## src/rtl/pdm_ctrl_pkg.sv

```systemverilog
// Shared types for the PDM capture controller.
//   cap_state_t : controller state encoding
//   pcm_entry_t : one buffered sample plus its end-of-frame flag
package pdm_ctrl_pkg;

  localparam int PCM_W = 16;

  typedef enum logic [2:0] {
    IDLE,
    WAKEUP,
    SETTLE,
    CAPTURE,
    DRAIN
  } cap_state_t;

  typedef struct packed {
    logic             last;
    logic [PCM_W-1:0] data;
  } pcm_entry_t;

endpackage

```

## src/rtl/pcm_sample_fifo.sv

```systemverilog
// Synchronous first-word-fall-through sample buffer.
//   clk, reset : clock, async active-high reset (empties the buffer)
//   push, din  : write request / entry (ignored when full unless popping)
//   pop        : read request (ignored when empty)
//   dout       : head entry, valid whenever !empty
//   full, empty, count : occupancy
module pcm_sample_fifo
  import pdm_ctrl_pkg::*;
#(
  parameter int DEPTH = 16
) (
  input  logic                       clk,
  input  logic                       reset,
  input  logic                       push,
  input  pcm_entry_t                 din,
  input  logic                       pop,
  output pcm_entry_t                 dout,
  output logic                       full,
  output logic                       empty,
  output logic [$clog2(DEPTH):0]     count
);

  localparam int AW = $clog2(DEPTH);
  localparam int CW = AW + 1;

  pcm_entry_t    mem [DEPTH];
  logic [AW-1:0] wr_ptr, rd_ptr;
  logic          do_push, do_pop;

  assign empty   = (count == '0);
  assign full    = (count == CW'(DEPTH));
  assign do_pop  = pop && !empty;
  // A pop on a full buffer frees the slot the concurrent push lands in.
  assign do_push = push && (!full || do_pop);
  assign dout    = mem[rd_ptr];

  always_ff @(posedge clk or posedge reset) begin
    if (reset) begin
      wr_ptr <= '0;
      rd_ptr <= '0;
      count  <= '0;
    end else begin
      if (do_push) wr_ptr <= wr_ptr + AW'(1);
      if (do_pop)  rd_ptr <= rd_ptr + AW'(1);
      case ({do_push, do_pop})
        2'b10:   count <= count + CW'(1);
        2'b01:   count <= count - CW'(1);
        default: count <= count;
      endcase
    end
  end

  // Storage needs no reset: empty gates everything downstream.
  always_ff @(posedge clk) begin
    if (do_push) mem[wr_ptr] <= din;
  end

endmodule

```

## src/rtl/pdm_capture_ctrl.sv

```systemverilog
// PDM microphone capture sequencer: mic power-up wait, CIC settling discard,
// framing of PCM samples onto a stream output through a small FWFT buffer,
// graceful stop (finish frame, then drain) and sticky overrun.
//   clk, reset          : clock, async active-high reset
//   start, stop         : capture control pulses
//   frame_len           : samples per frame (0 acts as 1), latched on start
//   mic_en              : mic clock / power enable
//   pcm_data, pcm_valid : samples from the CIC decimator
//   m_tdata/tvalid/tlast/tready : sample stream out
//   busy, overrun       : status
module pdm_capture_ctrl
  import pdm_ctrl_pkg::*;
#(
  parameter int WAKE_CYCLES    = 240000,
  parameter int SETTLE_SAMPLES = 8,
  parameter int LEN_W          = 12,
  parameter int FIFO_DEPTH     = 16
) (
  input  logic             clk,
  input  logic             reset,
  input  logic             start,
  input  logic             stop,
  input  logic [LEN_W-1:0] frame_len,
  output logic             mic_en,
  input  logic [15:0]      pcm_data,
  input  logic             pcm_valid,
  output logic [15:0]      m_tdata,
  output logic             m_tvalid,
  output logic             m_tlast,
  input  logic             m_tready,
  output logic             busy,
  output logic             overrun
);

  localparam int WW = $clog2(WAKE_CYCLES + 1);
  localparam int SW = (SETTLE_SAMPLES > 0) ? $clog2(SETTLE_SAMPLES + 1) : 1;
  localparam int CW = $clog2(FIFO_DEPTH) + 1;
  localparam logic [WW-1:0] WAKE_LAST   = WW'(WAKE_CYCLES - 1);
  localparam logic [SW-1:0] SETTLE_LAST = SW'(SETTLE_SAMPLES - 1);

  cap_state_t       state, state_nxt;
  logic [WW-1:0]    wake_cnt;
  logic [SW-1:0]    settle_cnt;
  logic [LEN_W-1:0] len_m1, sample_cnt;
  logic             stop_pend;

  logic             push, pop, drop, full, empty, is_last, stop_req, capturing;
  logic [CW-1:0]    fifo_cnt;
  pcm_entry_t       din, dout;

  assign capturing = (state == CAPTURE);
  assign is_last   = (sample_cnt == len_m1);
  assign pop       = !empty && m_tready;
  assign push      = capturing && pcm_valid && (!full || pop);
  // A dropped sample leaves sample_cnt alone so frames stay contiguous.
  assign drop      = capturing && pcm_valid && !push;
  assign stop_req  = stop_pend || stop;
  assign din       = '{last: is_last, data: pcm_data};

  pcm_sample_fifo #(.DEPTH(FIFO_DEPTH)) u_fifo (
    .clk   (clk),
    .reset (reset),
    .push  (push),
    .din   (din),
    .pop   (pop),
    .dout  (dout),
    .full  (full),
    .empty (empty),
    .count (fifo_cnt)
  );

  assign m_tvalid = !empty;
  assign m_tdata  = empty ? '0 : dout.data;
  assign m_tlast  = !empty && dout.last;
  assign busy     = (state != IDLE);
  assign mic_en   = (state == WAKEUP) || (state == SETTLE) || (state == CAPTURE);

  always_ff @(posedge clk or posedge reset) begin
    if (reset) state <= IDLE;
    else       state <= state_nxt;
  end

  always_comb begin
    state_nxt = state;
    case (state)
      IDLE:    if (start && !stop) state_nxt = WAKEUP;
      WAKEUP:  if (stop) state_nxt = IDLE;
               else if (wake_cnt == WAKE_LAST)
                 state_nxt = (SETTLE_SAMPLES == 0) ? CAPTURE : SETTLE;
      SETTLE:  if (stop) state_nxt = IDLE;
               else if (pcm_valid && settle_cnt == SETTLE_LAST) state_nxt = CAPTURE;
      // Stop waits for a frame boundary: either nothing of the current frame
      // has been accepted yet, or its last sample is going in right now.
      CAPTURE: if (stop_req && ((push && is_last) || (sample_cnt == '0 && !push)))
                 state_nxt = DRAIN;
      DRAIN:   if (empty || (pop && fifo_cnt == CW'(1))) state_nxt = IDLE;
      default: state_nxt = IDLE;
    endcase
  end

  always_ff @(posedge clk or posedge reset) begin
    if (reset) begin
      wake_cnt   <= '0;
      settle_cnt <= '0;
      len_m1     <= '0;
      sample_cnt <= '0;
      stop_pend  <= 1'b0;
      overrun    <= 1'b0;
    end else begin
      case (state)
        IDLE: if (start && !stop) begin
          len_m1     <= (frame_len == '0) ? '0 : frame_len - LEN_W'(1);
          overrun    <= 1'b0;
          wake_cnt   <= '0;
          settle_cnt <= '0;
          sample_cnt <= '0;
          stop_pend  <= 1'b0;
        end
        WAKEUP: wake_cnt <= wake_cnt + WW'(1);
        SETTLE: if (pcm_valid) settle_cnt <= settle_cnt + SW'(1);
        CAPTURE: begin
          if (push)  sample_cnt <= is_last ? '0 : sample_cnt + LEN_W'(1);
          if (drop)  overrun    <= 1'b1;
          if (stop)  stop_pend  <= 1'b1;
        end
        default: ;
      endcase
    end
  end

endmodule

```

## config.mk

```make
export PLATFORM = sky130hd
export DESIGN_NAME = pdm_capture_ctrl
export DESIGN_NICKNAME = d
export VERILOG_FILES = /design/src/rtl/pdm_ctrl_pkg.sv /design/src/rtl/pcm_sample_fifo.sv /design/src/rtl/pdm_capture_ctrl.sv
export SDC_FILE = /design/constraint.sdc
export NUM_CORES = 1
export LEC_CHECK = 0
export CAP_MARGIN = 20
export CELL_PAD_IN_SITES_DETAIL_PLACEMENT = 1
export CELL_PAD_IN_SITES_GLOBAL_PLACEMENT = 1
export CORE_MARGIN = 5
export CORE_UTILIZATION = 50
export DETAILED_ROUTE_END_ITERATION = 7
export GPL_TIMING_DRIVEN = 0
export PLACE_DENSITY_LB_ADDON = 0.1
export SYNTH_ARGS = -nofsm -noshare
export SYNTH_HDL_FRONTEND = slang
export SYNTH_SLANG_ARGS = --single-unit
export TNS_END_PERCENT = 30
```

## constraint.sdc

```tcl
create_clock -name clk -period 4.1 [get_ports clk]
set_clock_uncertainty 0.15 [all_clocks]
set_input_delay 0.82 -clock clk [delete_from_list [all_inputs] [get_ports clk]]
set_output_delay 0.82 -clock clk [all_outputs]
set_load 0.02 [all_outputs]
```

==> results.md, run 1 <==
* Outcome: complete, no violations
* Core outline area at around 28000 um2
* Count of flip-flops with a built-in enable after synthesis at 272
* Number of pins exceeding their max-slew limit in the final report at 0
* Maximum number of pins on one net before global-route repair at 35
* Die area at 31400 um2
* Number of global-route vias before repair at around 8.4k
* Pwr/cell area at 642 nW/um2
* Average wire length per cell after detail routing at 24.9 um
* Share of async-settable or async-resettable flops after synthesis at 19.0%
* Detailed Routing Iterations Pass 1 at 5
* Highest clock frequency the design can meet at 249 MHz
* Clock-pin slew reported for the worst setup and hold paths after clock tree synthesis at 0.06 ns
* Critical path startpoint category: flop
* Top Ports at 55
* Initial antenna violation count at 0
* Critical Path Max Stage Delay at ~0.54 ns
* Worst R2R End: u_fifo.mem[7][0]$_DFFE_PP_
* Leakage power of the design at 5.68 nW
* Remaining antenna violation count at 0
* Post-synthesis cell type with the largest combined area: sky130_fd_sc_hd__edfxtp_1
* Post-synthesis sequential area ratio at 69.8%
* Antenna diode count at 0
* Port Buf Inserts at 54
* Post-synthesis cell type count at 56
* Count of nets after finishing at 946
* Fraction of the cycle the final worst path needs at between 90% and 100%
* Family with the most delay on the worst path: multiplexers
* DRC viols at 0
* Global Route Usage Sum at 21.5%
* Htree depth at 2
* Starting density of the core at around half
* Max transition margin at 23.1%
* Leading cell types in the layout, fill and taps excluded: sky130_fd_sc_hd__edfxtp_1, sky130_fd_sc_hd__mux4_2, sky130_fd_sc_hd__dfrtp_1, sky130_fd_sc_hd__clkdlybuf4s50_1
* Sum of negative setup slack at 0 ns
* Hold crit path type: flop to flop
* Peak supply drop at 0.330 mV
* Master of the slowest instance on the critical path: sky130_fd_sc_hd__mux4_2
* Total of hold buffers inserted after clock tree synthesis at 0
* Hold Vio Cnt, Final at 0
* Ys flop type: sky130_fd_sc_hd__edfxtp_1
* Initial DRC Count at 567
* Crit path buf inv count at 2
* Cell count after synthesis at 796
* Area of the mapped netlist at 14000 um2
* Die Y at around 180 um
* Number of max-cap violations at 0
* HPWL reported at the end of detailed placement at 20800 um
* Total of warnings raised by yosys at 0
* Most frequent cell on the critical path: sky130_fd_sc_hd__mux4_2
* DIE WIDTH at 177 um
* Arrival time worst endpoint at around 3.1 ns
* Number of rows in the core area at 61
* Origin of the worst min-delay path: wake_cnt[17]$_DFFE_PP0P_
* Clock latency on the worst-skew pair at 0.51 ns
* Slew at the pin with the worst max-slew slack at 1.15 ns
* Synthesized net count at approximately 850
* Num CTS Buffers at 35
* Min-Delay Endpoint: wake_cnt[17]$_DFFE_PP0P_
* Count of state elements after synthesis at 336
* Fraction of layout instances using a drive strength above 1 at 19.7%
* Logic depth of the worst register-to-register path at 10
* Worst endpoint required time at 3.13 ns
* Maximum fanout along the worst path at 10
* CTS tree: built
* Sum of routed wire length over all layers at 32400 um
* Number of cells traversed by the worst hold path at 1
* Smallest hold slack at around 0.35 ns
* Syn Area/Cell at approximately 18 um2
* R2R Path Start: u_fifo.count[0]$_DFFE_PP0P_
* Most common library cell in the layout ignoring fill and taps: sky130_fd_sc_hd__edfxtp_1
* Final critical-path required period at 4.02 ns
* Area fraction of the dominant cell type after synthesis at 58.4%
* Number of vias per cell at just under 6
* Global-route wire length before repair at 50700 um
* Number of setup violations in the final report at 0
* RSZ-0062 raised after global routing: false
* Worst path cell trace: buf_6 -> mux4_2 -> mux4_2 -> and2_1 -> clkdlybuf4s50_1
* Kind of capture point of the worst setup path: output port
* Crit Path Category: flop to output port
* Layout area overhead at 18.2%
* Root Buffer Master: sky130_fd_sc_hd__clkbuf_16
* Reg-to-reg slack, setup at 0.88 ns
* Via count of the routed design at 7694
* Most area-consuming cells after synthesis: sky130_fd_sc_hd__edfxtp_1, sky130_fd_sc_hd__mux4_2, sky130_fd_sc_hd__dfrtp_1
* Clock sinks at 336
* Routability Congestion at 0.778
* Clock tree buffer depth at 3
* Leftover overflow at the end of global routing at 0
[cells by family (layout without fill, tap and decap cells)]
| family | Yosys count | after routing | share of synthesized area (%) |
|---|---|---|---|
| and+or+nand+nor | 194 | 194 | 7.57 |
| DFF | 336 | 336 | 69.8 |
| xor gates and xnor gates | 31 | 31 | 1.94 |
| buffers and inverters | 48 | 176 | 1.48 |
| adders and majority gates | 15 | 15 | 1.34 |
| AOI/OAI and AO/OA | 75 | 75 | 3.31 |
| muxes | 97 | 97 | 14.6 |
[cell usage after synthesis, drive strengths merged, types with 2 or more instances]
library cell	instances
and2	26
nor4b	3
and3	14
or3	4
clkbuf	24
o31ai	3
dfrtp	64
xnor2	23
o21ai	44
nand2	43
a21oi	4
a31oi	3
mux2	2
nand3	20
o211ai	2
mux2i	10
and4	4
mux4	85
nand4	16
nand2b	3
or2	2
a22o	9
xor2	8
ha	15
nor2	28
nor3b	3
nor4	3
or4	2
nor3	7
edfxtp	272
buf	11
inv	13
nor2b	11
nand4b	2
[per-stage QoR]
step	power [mW]	area [um2]	instances	util, %	worst slack, ns
after global routing	11.2	16500	1302	59.7	0.0107
after floorplan	6.37	14000	796	-	0.887
final	10.6	16500	1302	59.7	0.0821
after detailed placement	7.57	15300	1237	55.1	-0.101
after global placement	7.42	15000	1228	54.2	0.0277
after CTS	10.7	16400	1299	59.3	0.0480
[power by group]
part	internal, mW	switching, mW
sequential	3.90	0.235
combinational	1.72	1.68
clock	1.82	1.27
[worst max path at each step]
| stage | from | endpoint | slack [ns] | cells past startpoint |
|---|---|---|---|---|
| detailed placement | u_fifo.rd_ptr[0]$_DFFE_PP0P_ | m_tdata[14] | -0.10 | 6 |
| finish | u_fifo.rd_ptr[0]$_DFFE_PP0P_ | m_tlast | 0.08 | 5 |
| floorplan | u_fifo.rd_ptr[0]$_DFFE_PP0P_ | m_tdata[10] | 0.89 | 5 |
| global placement | u_fifo.rd_ptr[0]$_DFFE_PP0P_ | m_tdata[14] | 0.03 | 6 |
| CTS | u_fifo.rd_ptr[1]$_DFFE_PP0P_ | m_tlast | 0.05 | 6 |
| global route | u_fifo.rd_ptr[3]$_DFFE_PP0P_ | m_tdata[14] | 0.01 | 5 |
[repair_timing]
| item | CTS | global route |
|---|---|---|
| pin swaps | 0 | 0 |
| setup buffers | 0 | 0 |
| gates resized for setup | 35 | 6 |
| setup endpoints to repair | 18 | 13 |
[flip-flops by register name, indices dropped and copies added, names as in the netlist]
name,cells
len_m1,12
state,3
u_fifo.rd_ptr,4
wake_cnt,18
overrun,1
stop_pend,1
u_fifo.wr_ptr,4
u_fifo.mem,272
settle_cnt,4
u_fifo.count,5
sample_cnt,12
[layout make-up]
class | instances | area (um2)
multi-input combinational | 412 | 4020
sequential | 336 | 9770
clock buffer | 43 | 937
clock inverter | 21 | 185
timing repair buffer | 67 | 875
inverter | 13 | 48.8
tap | 378 | 473
fill | 2460 | 11200
buffer | 32 | 223
[per-layer routing]
metal  share of wire, %  wire length [um]  up-vias  track usage, %
met5                  0                 0        -               0
met3                5.4              1740       50            3.56
met1                 41             13200     4045            28.7
met2                 52             16800      225            37.4
met4                1.9               605        0            5.00
li1                   -                 -     3374               -
(Power assumes the default switching activity.)
==> run 2: changes to the inputs <==
CORE_MARGIN = default   (was 5)
CORE_UTILIZATION = 40   (was 50)
==> results.md, run 2 (synthesis gave the netlist of run 1 again) <==
* Num CTS Buffers at 37 (+5.7%)
* DRC viols at 0 (unchanged)
* Peak supply drop at 0.338 mV (+2.6%)
* CTS tree: built
* Maximum number of pins on one net before global-route repair at 65 (+86%)
* Count of instances resized after the clock tree is built at 33 (-5.7%)
* Remaining antenna violation count at 0 (unchanged)
* Leading cell types in the layout, fill and taps excluded: sky130_fd_sc_hd__edfxtp_1, sky130_fd_sc_hd__mux4_2, sky130_fd_sc_hd__dfrtp_1, sky130_fd_sc_hd__clkdlybuf4s50_1
* Clock tree buffer depth at 3 (unchanged)
* Max transition margin at 24.8% (+1.6 points)
* Average wire length per cell after detail routing at 23.6 um (-5.1%)
* Core outline area at 34500 um2 (+24%)
* Combinational cell fraction of total power at 31.8% (-0.2 points)
* Pwr/cell area at 638 nW/um2 (-0.64%)
* Final critical-path required period at 3.99 ns (-0.0277 ns)
* Sum of routed wire length over all layers at 32600 um (+0.78%)
* Top Ports at 55 (unchanged)
* Number of cells traversed by the worst hold path at 1 (unchanged)
* Die area at 35700 um2 (+14%)
* Logic depth of the worst register-to-register path at 10 (unchanged)
* Number of rows in the core area at 68 (+11%)
* Leakage power of the design at 5.66 nW (-0.47%)
* Number of pins exceeding their max-slew limit in the final report at 0 (unchanged)
* Layout area overhead at 18.4%
* Routability Congestion at 0.772 (-0.81%)
* Fraction of the cycle the final worst path needs at 97.3% (-0.68 points)
* Top flop regs: u_fifo.mem x272, wake_cnt x18
* Worst Slack Setup Final at 0.110 ns (+0.0277 ns)
* Worst endpoint required time at 3.13 ns (about the same)
* Number of global-route vias before repair at 8353 (-0.94%)
* Power Total at 10.6 mW (-0.46%)
* Switch Pwr at 3.19 mW (+0.45%)
* Htree depth at 2 (unchanged)
* Switching power as a share of total power at 30.2% (+0.28 points)
* Flop pwr share at 39.3% (+0.4 points)
* Port Buf Inserts at 54 (unchanged)
* Initial antenna violation count at 0 (unchanged)
* Hold Vio Cnt, Final at 0 (unchanged)
* Highest clock frequency the design can meet at 251 MHz (+0.69%)
* DIE WIDTH at 189 um (+6.6%)
* Initial DRC Count at 405 (-29%)
* Number of setup violations in the final report at 0 (unchanged)
* Flip-flop count of the largest register after layout at 272 (unchanged)
* Number of max-cap violations at 0 (unchanged)
* Root Buffer Master: sky130_fd_sc_hd__clkbuf_16
* Most common library cell in the layout ignoring fill and taps: sky130_fd_sc_hd__edfxtp_1
* Post-layout instance count excluding filler cells at 1382 (+6.1%)
* Clock latency on the worst-skew pair at 0.51 ns (about the same)
* Register with the most flip-flops: u_fifo.mem
* Hold crit path type: flop to flop
* Total of hold buffers inserted after clock tree synthesis at 0 (unchanged)
* Leftover overflow at the end of global routing at 0 (unchanged)
* Critical path startpoint category: flop
* RSZ-0062 raised after global routing: true
* Number of vias per cell at 5.44 (-7.9%)
* Via count of the routed design at 7520 (-2.3%)
* Final Util at 48.1% (-12 points)
* Slew at the pin with the worst max-slew slack at 1.13 ns (-0.0245 ns)
* Count of nets after finishing at 948 (+0.21%)
* Arrival time worst endpoint at 3.02 ns (-0.03 ns)
* Worst setup timing slack at the placement stage at -0.0425 ns (+0.0583 ns)
* Number of setup buffers added after CTS at 0 (unchanged)
* Maximum fanout along the worst path at 10 (unchanged)
* Die Y at 189 um (+6.6%)
* Global-route wire length before repair at 51000 um (+0.42%)
* Clock sinks at 336 (unchanged)
* Detailed Routing Iterations Pass 1 at 4 (-1)
* Global Route Usage Sum at 19.1% (-2.3 points)
* Outcome: complete, no violations
* Starting density of the core at 40.6% (-9.9 points)
* Power share of the clock group at 28.9% (-0.2 points)
* Clock-pin slew reported for the worst setup and hold paths after clock tree synthesis at 0.06 ns (about the same)
* Kind of capture point of the worst setup path: output port
* Crit Path Category: flop to output port
* Internal portion of total power at 7.38 mW (-0.85%)
* DP Cell Count at 1317 (+6.5%)
* Antenna diode count at 0 (unchanged)
* Fraction of layout instances using a drive strength above 1 at 19.6% (-0.064 points)
* HPWL reported at the end of detailed placement at 21700 um (+4.2%)
## run 2: cell count changes in the layout (fill, tap and decap cells not counted), moves of 2 or more
cell	delta
sky130_fd_sc_hd__buf_2	+2
sky130_fd_sc_hd__clkbuf_1	+4
sky130_fd_sc_hd__clkbuf_4	+3
sky130_fd_sc_hd__buf_8	+5
sky130_fd_sc_hd__clkbuf_16	+2
sky130_fd_sc_hd__buf_4	-3
sky130_fd_sc_hd__bufinv_16	-2
sky130_fd_sc_hd__buf_16	-4
## run 2: power by group through the flow
| stage | sequential, mW | combinational, mW | clock, mW |
|---|---|---|---|
| after floorplan | 4.09 | 2.28 | 0 |
| after global placement | 4.12 | 3.37 | 0 |
| after detailed placement | 4.14 | 3.45 | 0 |
| after CTS | 4.13 | 3.46 | 3.15 |
| after global routing | 4.19 | 3.63 | 3.26 |
| final | 4.15 | 3.36 | 3.06 |
## run 2: layer usage
layer | wire [um] | global-route usage (%) | vias to the layer above
li1 | - | - | 3366
met2 | 17400 | 34.7 | 137
met4 | 544 | 4.40 | 0
met5 | 0 | 0 | -
met1 | 13500 | 24.1 | 3979
met3 | 1170 | 2.91 | 38
## run 2: cell type report
class	count	area [um2]
Timing Repair Buffer	67	820
Buffer	32	216
Tap cell	455	569
Fill cell	3242	17900
Clock inverter	19	126
Inverter	13	51.3
Clock buffer	48	988
Sequential cell	336	9770
Multi-Input combinational cell	412	4020
## run 2: path summary, 6_finish.rpt
kind	startpoint	end	slack, ns
worst max register to register	u_fifo.count[0]$_DFFE_PP0P_	u_fifo.mem[5][2]$_DFFE_PP_	0.86
min in group asynchronous	reset	u_fifo.wr_ptr[2]$_DFFE_PP0P_	0.69
worst min register to register	wake_cnt[17]$_DFFE_PP0P_	wake_cnt[17]$_DFFE_PP0P_	0.35
worst min-delay path	wake_cnt[17]$_DFFE_PP0P_	wake_cnt[17]$_DFFE_PP0P_	0.35
worst max-delay path	u_fifo.rd_ptr[1]$_DFFE_PP0P_	m_tlast	0.11
max in group asynchronous	reset	u_fifo.rd_ptr[0]$_DFFE_PP0P_	2.50
## run 2: metrics by stage
step	TNS, ns	area (um2)	hold WS (ns)
final	0	16600	0.350
after global placement	0	15100	0.318
after floorplan	0	14000	0.296
after CTS	0	16600	0.355
after detailed placement	-0.172	15400	0.344
after global routing	-0.113	16600	0.369
## run 2: critical path, cell delays in order (launching register included)
cell and delay [ns]:
sky130_fd_sc_hd__dfrtp_1 0.35, sky130_fd_sc_hd__clkbuf_1 0.24, sky130_fd_sc_hd__clkbuf_4 0.35, sky130_fd_sc_hd__mux4_2 0.35, sky130_fd_sc_hd__mux4_2 0.46, sky130_fd_sc_hd__and2_1 0.21
sky130_fd_sc_hd__clkdlybuf4s50_1 0.55
